**config.mk**
```make
export PLATFORM = sky130hd
export DESIGN_NAME = fb_port_arbiter
export DESIGN_NICKNAME = d
export VERILOG_FILES = /design/src/rtl/fb_port_arbiter.sv
export SDC_FILE = /design/constraint.sdc
export NUM_CORES = 1
export LEC_CHECK = 0
export BUFFER_PORTS_ARGS = -buffer_cell sky130_fd_sc_hd__buf_2
export CELL_PAD_IN_SITES_DETAIL_PLACEMENT = 1
export CELL_PAD_IN_SITES_GLOBAL_PLACEMENT = 2
export CORE_ASPECT_RATIO = 0.8
export CORE_MARGIN = 2
export CORE_UTILIZATION = 44
export DETAILED_ROUTE_END_ITERATION = 8
export PLACE_DENSITY_LB_ADDON = 0.3
export SLEW_MARGIN = 20
export SYNTH_ARGS = -nofsm -noshare
export SYNTH_HDL_FRONTEND = slang
export SYNTH_SLANG_ARGS = --single-unit
```
**constraint.sdc**
```tcl
create_clock -name PCK -period 7.14 [get_ports PCK]
set_input_delay 1.071 -clock PCK [delete_from_list [all_inputs] [get_ports PCK]]
set_output_delay 1.071 -clock PCK [all_outputs]
set_load 0.01 [all_outputs]
```
**src/rtl/fb_port_arbiter.sv**
```systemverilog
// fb_port_arbiter: shares the frame-buffer BRAM port between scan-out, a frame-clear sweep and a FIFO-fed pixel writer
module fb_port_arbiter #(
  parameter int AW = 19,
  parameter int DW = 12,
  parameter int NPIX = 307200,
  parameter logic [DW-1:0] CLR_COLOR = '0,
  parameter int FDEPTH = 4
) (
  input  logic          PCK,
  input  logic          RST,
  input  logic          rd_req,
  input  logic [AW-1:0] rd_addr,
  input  logic          changescr,
  input  logic          clr_req,
  input  logic          wr_valid,
  output logic          wr_ready,
  input  logic [AW-1:0] wr_addr,
  input  logic [DW-1:0] wr_data,
  output logic          bram_en,
  output logic          bram_we,
  output logic [AW-1:0] bram_addr,
  output logic [DW-1:0] bram_din,
  input  logic [DW-1:0] bram_dout,
  output logic [DW-1:0] pix_data,
  output logic          pix_valid,
  output logic          clr_busy,
  output logic          clr_overrun
);
  localparam int PW = $clog2(FDEPTH);
  typedef enum logic {IDLE, CLEAR} state_t;
  state_t state, state_nx;
  logic armed, armed_nx;
  logic [AW-1:0] clr_ptr, clr_ptr_nx;
  logic [AW-1:0] f_addr [FDEPTH];
  logic [DW-1:0] f_data [FDEPTH];
  logic [PW:0] wp, rp;
  logic full, empty, push, gnt_rd, gnt_clr, gnt_pop, last, rd_d1;
  logic [DW-1:0] pix_q;
  assign full = (wp - rp) == (PW+1)'(FDEPTH);
  assign empty = wp == rp;
  assign wr_ready = !full && !RST;
  assign push = wr_valid && wr_ready;
  assign gnt_rd = rd_req;
  assign gnt_clr = !rd_req && state == CLEAR;
  assign gnt_pop = !rd_req && state == IDLE && !empty;
  assign last = clr_ptr == AW'(NPIX - 1);
  assign clr_busy = state == CLEAR;
  assign pix_data = pix_valid ? bram_dout : pix_q;
  // next sweep state: advance on clear grants, start or discard the armed request on frame end
  always_comb begin
    state_nx = state;
    clr_ptr_nx = clr_ptr;
    armed_nx = armed;
    if (gnt_clr) begin
      clr_ptr_nx = last ? '0 : clr_ptr + 1'b1;
      state_nx = last ? IDLE : CLEAR;
    end
    if (changescr && armed) begin
      armed_nx = 1'b0;
      if (state == IDLE) begin
        state_nx = CLEAR;
        clr_ptr_nx = '0;
      end
    end else if (clr_req) begin
      armed_nx = 1'b1;
    end
  end
  // sweep state, arm flag and sticky overrun
  always_ff @(posedge PCK or posedge RST) begin
    if (RST) begin
      state <= IDLE;
      clr_ptr <= '0;
      armed <= 1'b0;
      clr_overrun <= 1'b0;
    end else begin
      state <= state_nx;
      clr_ptr <= clr_ptr_nx;
      armed <= armed_nx;
      if (changescr && state == CLEAR) clr_overrun <= 1'b1;
    end
  end
  // writer FIFO storage, no reset needed since pointers gate every use
  always_ff @(posedge PCK) begin
    if (push) begin
      f_addr[wp[PW-1:0]] <= wr_addr;
      f_data[wp[PW-1:0]] <= wr_data;
    end
  end
  // writer FIFO pointers
  always_ff @(posedge PCK or posedge RST) begin
    if (RST) begin
      wp <= '0;
      rp <= '0;
    end else begin
      wp <= wp + (PW+1)'(push);
      rp <= rp + (PW+1)'(gnt_pop);
    end
  end
  // registered BRAM port and two-stage read-valid pipeline; addr/din hold when nothing is granted
  always_ff @(posedge PCK or posedge RST) begin
    if (RST) begin
      bram_en <= 1'b0;
      bram_we <= 1'b0;
      bram_addr <= '0;
      bram_din <= '0;
      rd_d1 <= 1'b0;
      pix_valid <= 1'b0;
      pix_q <= '0;
    end else begin
      bram_en <= gnt_rd || gnt_clr || gnt_pop;
      bram_we <= gnt_clr || gnt_pop;
      if (gnt_rd) begin
        bram_addr <= rd_addr;
      end else if (gnt_clr) begin
        bram_addr <= clr_ptr;
        bram_din <= CLR_COLOR;
      end else if (gnt_pop) begin
        bram_addr <= f_addr[rp[PW-1:0]];
        bram_din <= f_data[rp[PW-1:0]];
      end
      rd_d1 <= gnt_rd;
      pix_valid <= rd_d1;
      if (pix_valid) pix_q <= bram_dout;
    end
  end
endmodule

```
==> summary.txt, run 1 <==
Setup path
  – CP max stage cell: buf_4
  – Worst setup path startpoint: rp[1]$_DFF_PP0_
  – Crit path kind: reg -> out
  – CP Max Fanout: 33
  – R2r startpoint: rp[1]$_DFF_PP0_
  – Critical Path End Type: output port
  – Worst setup SP type: flop
  – Required time of the critical path: 6070 ps
  – WP buf/inv: 3
  – Family with the most delay on the worst path: buffers and inverters
  – Critical path data arrival time: 2310 ps
  – Cell Chain, Critical Path: buf_4, inv_1, ha_1, and2_1, a21oi_1, buf_2
  – Critical path's largest stage delay: 430 ps

Timing
  – Endpoints failing hold: 0
  – Worst-margin pin slew: 987 ps
  – Final setup violating endpoints: 0
  – Slew HR: 34.2%
  – Worst Clk Skew: 12.6 ps
  – RSZ-0062 raised after global routing: no
  – Final Max Slew Viols: 0
  – Crit share post-route: 47.3%
  – Hold Slack: 359 ps
  – Setup TNS: 0 ps
  – Fmax: 296 MHz
  – Crit path time final: 3380 ps

Hold path
  – Hold crit path type: reg -> reg
  – Worst hold path startpoint: rd_d1$_DFF_PP0_

Floorplan
  – Row Count: 43
  – Die X: 154 um
  – DIE HEIGHT: 124 um
  – Total core area: 17500 um2
  – Initial core utilization: 45.3%
  – Die area: 19100 um2
  – I/O pin cnt: 117

Pwr
  – Cell Pwr Density: 325 nW/um2
  – Leak Pwr: 3.60 nW
  – VDD IR-drop max: 0.000183 V

Final layout
  – Nets: 676
  – FF+latch area: 5600 um2
  – Layout cells sized above 1: 33.7%
  – Fill count: 1677
  – Area growth, synth to finish: 18.1%
  – Final Cell Area: 9350 um2
  – ANT cells: 0
  – Area occupied by multi-input gates: 2200 um2

Synthesis
  – Synth Register Bits: 199
  – Top cells by count, synth: edfxtp_1 (124), dfrtp_1 (75), nand2_1 (36), o21ai_0 (36), mux4_2 (31)
  – Synth warn: 0
  – Seq/Total Area, Yosys: 70.7%
  – Most common cell in the netlist: edfxtp_1
  – Post-synthesis cell type with the largest combined area: edfxtp_1
  – Post-Syn Area: 7920 um2
  – Synth top area cells: edfxtp_1 (47%), dfrtp_1 (24%), mux4_2 (8.8%), o21ai_0 (2.3%), a2bb2oi_1 (2.0%)
  – Avg Inst Size Synth: 16.4 um2
  – Distinct cells, synth: 45
  – Share of the synthesized area in the top cell type: 47.0%
  – Synthesized Nets: 559
  – Main synth FF type: edfxtp_1
  – Ys async rst share: 37.7%
  – EDFF count, synth: 124
  – Gate Count Post-Synth: 484

Clock network
  – Hold bufs inserted after CTS: 0
  – CTS resizes: 0
  – Root Buffer: clkbuf_16
  – CTS tree: yes
  – H-Tree Depth: 4
  – Clock Path Buffers: 2
  – CTS Buf Count: 17
  – CTS sink cnt: 199
  – Clock transition at path regs: 80 ps
  – Clk_lat worst skew: 430 ps
  – Post-CTS setup buffers: 0

Detailed routing
  – First DRT Iteration DRCs: 321
  – Final ANT Viol Nets: 0
  – Drt drc: 0
  – First-pass DRT Iterations: 4
  – WL final: 18.5 mm
  – Number of vias per cell: 5.67
  – WL/cell: 22.0 um
  – Via count: 4756

Placement
  – Buffers on Ports: 116
  – DP Area: 8730 um2
  – Dpl hpwl: 12.1 mm
  – Placer Congestion: 0.787

Global routing
  – Initial antenna violation count: 0
  – Gr usage total: 20.4%
  – Vias in the first global route: 4998
  – Total gr overflow: 0
  – Largest net degree at the start of global routing: 61
  – Global-route wire length before repair: 29.0 mm

Outcome
  – Status: finished clean

Run
  – Max-Cap Viols: 0
==> flip-flops by register name, indices dropped and copies added (netlist names) <==
signal	cells
clr_overrun	1
bram_din	12
rd_d1	1
pix_q	12
rp	3
bram_we	1
f_addr	76
bram_addr	19
bram_en	1
pix_valid	1
wp	3
clr_busy	1
armed	1
clr_ptr	19
f_data	48
==> final cells by class <==
cell class              count  share of cell area [%]
flip-flops and latches    199                    59.9
multi-input cells         255                    23.6
repair buffers            123                    6.77
clock buffers              18                    4.59
well taps                 225                    3.01
clock inverters            14                    1.91
inverters                   5                   0.214
==> cells by family after synthesis <==
logic type / Yosys count / synth area share (%)
AND/OR/NAND/NOR: 102 / 7.08
flip-flops: 199 / 70.7
AO/OA/AOI/OAI: 87 / 7.14
XOR/XNOR: 14 / 1.55
adder cells (fa/ha/maj): 7 / 1.11
multiplexers: 45 / 10.8
buffers and inverters: 30 / 1.61
==> per-layer routing <==
layer	global-route usage [%]	vias up	wire length (um)
met1	28.5	2497	8700
li1	-	2118	-
met3	4.42	17	741
met5	0	-	0
met4	5.26	0	198
met2	33.0	124	8830
==> stage by stage <==
step	setup WS (ps)	power [mW]	utilization (%)	instances
floorplan	4160	1.88	-	484
global placement	3910	2.07	49.9	807
detailed placement	3790	2.09	49.9	807
CTS	3740	3.07	53.4	839
global route	3590	3.18	53.5	839
finish	3760	3.04	53.5	839
==> worst reg2reg max path, cell delays in order, from the launching register on <==
cell       delay [ps]
dfrtp_1           330
buf_4             430
inv_1             100
ha_1              280
and2_1            220
and2_1            620
nand2_1           650
a2bb2oi_1         310
==> report_power, final <==
group          internal (mW)  switching (mW)
clock network          0.508           0.477
registers               1.37          0.0731
logic                  0.270           0.339
total                   2.15           0.889
==> path summary, 6_finish.rpt <==
kind | cells after the start | slack [ps] | to
worst max register to register | 7 | 4070 | bram_addr[17]$_DFFE_PP0P_
worst min register to register | 0 | 360 | pix_valid$_DFF_PP0_
max in group asynchronous | 3 | 5460 | pix_q[1]$_DFF_PP0_
min in group asynchronous | 2 | 580 | bram_din[4]$_DFFE_PP0P_
worst min-delay path | 0 | 360 | pix_valid$_DFF_PP0_
worst max-delay path | 6 | 3760 | wr_ready
==> cell usage in the layout, fill, tap and decap left out, types with 4 or more instances in the layout <==
cell,instances
buf_4,7
buf_2,116
dfrtp_1,74
nor3_1,5
a21oi_1,8
clkbuf_16,17
edfxtp_1,124
xor2_1,5
inv_1,4
mux4_2,31
a2bb2oi_1,18
and4_1,5
nand4_1,7
xnor2_1,9
nand2_1,36
a22oi_1,19
o21ai_0,36
inv_6,4
mux2_2,12
ha_1,7
inv_8,5
nor2_1,16
nand3_1,11
Power figures use the tool's default switching activity.
==> run 2: changes to the inputs <==
--- a/config.mk
+++ b/config.mk
@@ -10,7 +10,7 @@
 export CELL_PAD_IN_SITES_GLOBAL_PLACEMENT = 2
 export CORE_ASPECT_RATIO = 0.8
 export CORE_MARGIN = 2
-export CORE_UTILIZATION = 44
+export CORE_UTILIZATION = 37
 export DETAILED_ROUTE_END_ITERATION = 8
 export PLACE_DENSITY_LB_ADDON = 0.3
 export SLEW_MARGIN = 20
==> constraint.sdc (replaced) <==
create_clock -name PCK -period 2.77 [get_ports PCK]
set_input_delay 0.4155 -clock PCK [delete_from_list [all_inputs] [get_ports PCK]]
set_output_delay 0.4155 -clock PCK [all_outputs]
set_load 0.01 [all_outputs]
==> run 2 against run 1 <==
Compared with the run above:
- the run now ends with design-rule violations left
- via count down 1.5%
- highest routed layer is now met5
- design area grew 1.7%
- non-clock buffer count up 10
- sequential cell count did not move
- first-iteration DRC count down 15%
- die area up 18%
- utilization fell by 7.8 points
- setup slack lost 3400 ps
- largest power group unchanged
- global-route usage down 3.1 points
- critical endpoint is now f_addr[1][12]$_DFFE_PP_
- sequential power rose to 2.6 times the previous value
==> summary.txt, run 2 (synthesized netlist as in run 1, its figures left out) <==
Outcome
  – Status: complete, but fails checks
  – Failing checks: design-rule violations

Global routing
  – Initial antenna violation count: 2
  – Total gr overflow: 0
  – Gr usage total: 17.3%
  – Global-route wire length before repair: 29.1 mm
  – Vias in the first global route: 5124
  – Largest net degree at the start of global routing: 39

Detailed routing
  – Final ANT Viol Nets: 0
  – First-pass DRT Iterations: 7
  – Drt drc: 10
  – Via count: 4687
  – WL final: 18.5 mm
  – WL/cell: 20.7 um
  – First DRT Iteration DRCs: 273
  – Number of vias per cell: 5.25

Final layout
  – Layout cells sized above 1: 35.3%
  – ANT cells: 0
  – FF+latch area: 5600 um2
  – Area occupied by multi-input gates: 2200 um2
  – Nets: 686
  – Area growth, synth to finish: 20.1%
  – Most common library cell in the layout ignoring fill and taps: edfxtp_1
  – Layout Cells excl Fill: 893
  – Max reg flops: 76
  – Fill count: 2081
  – Most frequent cells in the layout: edfxtp_1 (124), buf_2 (116), dfrtp_1 (74)
  – Final Cell Area: 9510 um2

Timing
  – Endpoints failing hold: 0
  – Hold Slack: 122 ps
  – Slew HR: 47.8%
  – Final Max Slew Viols: 0
  – Setup TNS: 0 ps
  – RSZ-0062 raised after global routing: no
  – Worst-margin pin slew: 782 ps
  – Fmax: 416 MHz
  – Crit path time final: 2410 ps
  – Final setup violating endpoints: 0
  – Worst Clk Skew: 11.5 ps
  – Crit share post-route: 86.8%

Clock network
  – CTS Buf Count: 17
  – H-Tree Depth: 4
  – Clock transition at path regs: 80 ps
  – CTS tree: yes
  – Hold bufs inserted after CTS: 0
  – Clock Path Buffers: 2
  – Clk_lat worst skew: 430 ps
  – CTS sink cnt: 199
  – Post-CTS setup buffers: 0
  – CTS resizes: 0
  – Root Buffer: clkbuf_16

Pwr
  – Pwr Total: 7.77 mW
  – Cell Pwr Density: 817 nW/um2
  – Leak Pwr: 3.65 nW
  – VDD IR-drop max: 0.000535 V

Floorplan
  – I/O pin cnt: 117
  – Die area: 22600 um2
  – DIE HEIGHT: 135 um
  – Row Count: 47
  – Total core area: 20800 um2
  – Initial core utilization: 38.0%
  – Die X: 168 um

Setup path
  – Worst setup SP type: flop
  – Critical Path End Type: flop
  – CP Max Fanout: 19
  – Crit path kind: reg -> reg
  – Critical path data arrival time: 2540 ps
  – Required time of the critical path: 2900 ps

Placement
  – Placer Congestion: 0.741
  – Buffers on Ports: 116
  – Dpl hpwl: 12.8 mm
  – DP Area: 8900 um2
  – Placed Cells: 861

Run
  – Max-Cap Viols: 0

Hold path
  – Hold crit path type: in -> async
==> run 2: cell types whose count changed in the layout (fill, tap and decap cells not counted), sizes merged <==
cell and delta:
buf +10, bufinv -1, clkbuf -1, clkinv +1
clkinvlp +1
==> run 2: metrics by stage <==
stage               worst slack [ps]  util [%]
CTS                              336      45.7
global route                     165      45.7
detailed placement               352      42.8
finish                           364      45.7
global placement                 488      42.8
floorplan                        150         -
==> run 2: metal layers <==
layer / share of wire [%] / vias up / global-route usage (%)
met4: 0.70 / 2 / 5.46
met5: 0.043 / - / 0
met1: 44 / 2407 / 22.1
li1: - / 2152 / -
met3: 5.7 / 10 / 4.84
met2: 49 / 116 / 28.9
==> run 2: layout make-up <==
type / count / share of cell area, %
Clock inverter: 15 / 1.90
Timing Repair Buffer: 133 / 7.84
Sequential cell: 199 / 58.9
Multi-Input combinational cell: 255 / 23.1
Inverter: 5 / 0.211
Tap cell: 269 / 3.54
Clock buffer: 17 / 4.47
==> run 2: power by group <==
part | internal (mW) | switching, mW
clock network | 1.23 | 1.23
logic | 0.730 | 0.851
registers | 3.54 | 0.190
==> run 2: final timing paths <==
check / start / end / slack (ps) / cells after the start
min in group PCK: wr_addr[8] / f_addr[0][8]$_DFFE_PP_ / 190 / 1
max in group asynchronous: RST / clr_ptr[7]$_DFF_PP0_ / 1830 / 3
hold / removal: RST / bram_din[5]$_DFFE_PP0P_ / 120 / 2
hold reg to reg: rd_d1$_DFF_PP0_ / pix_valid$_DFF_PP0_ / 380 / 0
setup / recovery: wp[0]$_DFF_PP0_ / f_addr[1][12]$_DFFE_PP_ / 360 / 7
setup reg to reg: wp[0]$_DFF_PP0_ / f_addr[1][12]$_DFFE_PP_ / 360 / 7
==> run 2: critical path: stages, from the launching register on <==
cell and delay (ps):
dfrtp_1 400, inv_1 70, ha_1 190, nor2b_1 130, xnor2_1 120, a21oi_1 370
and4b_2 580, buf_12 230
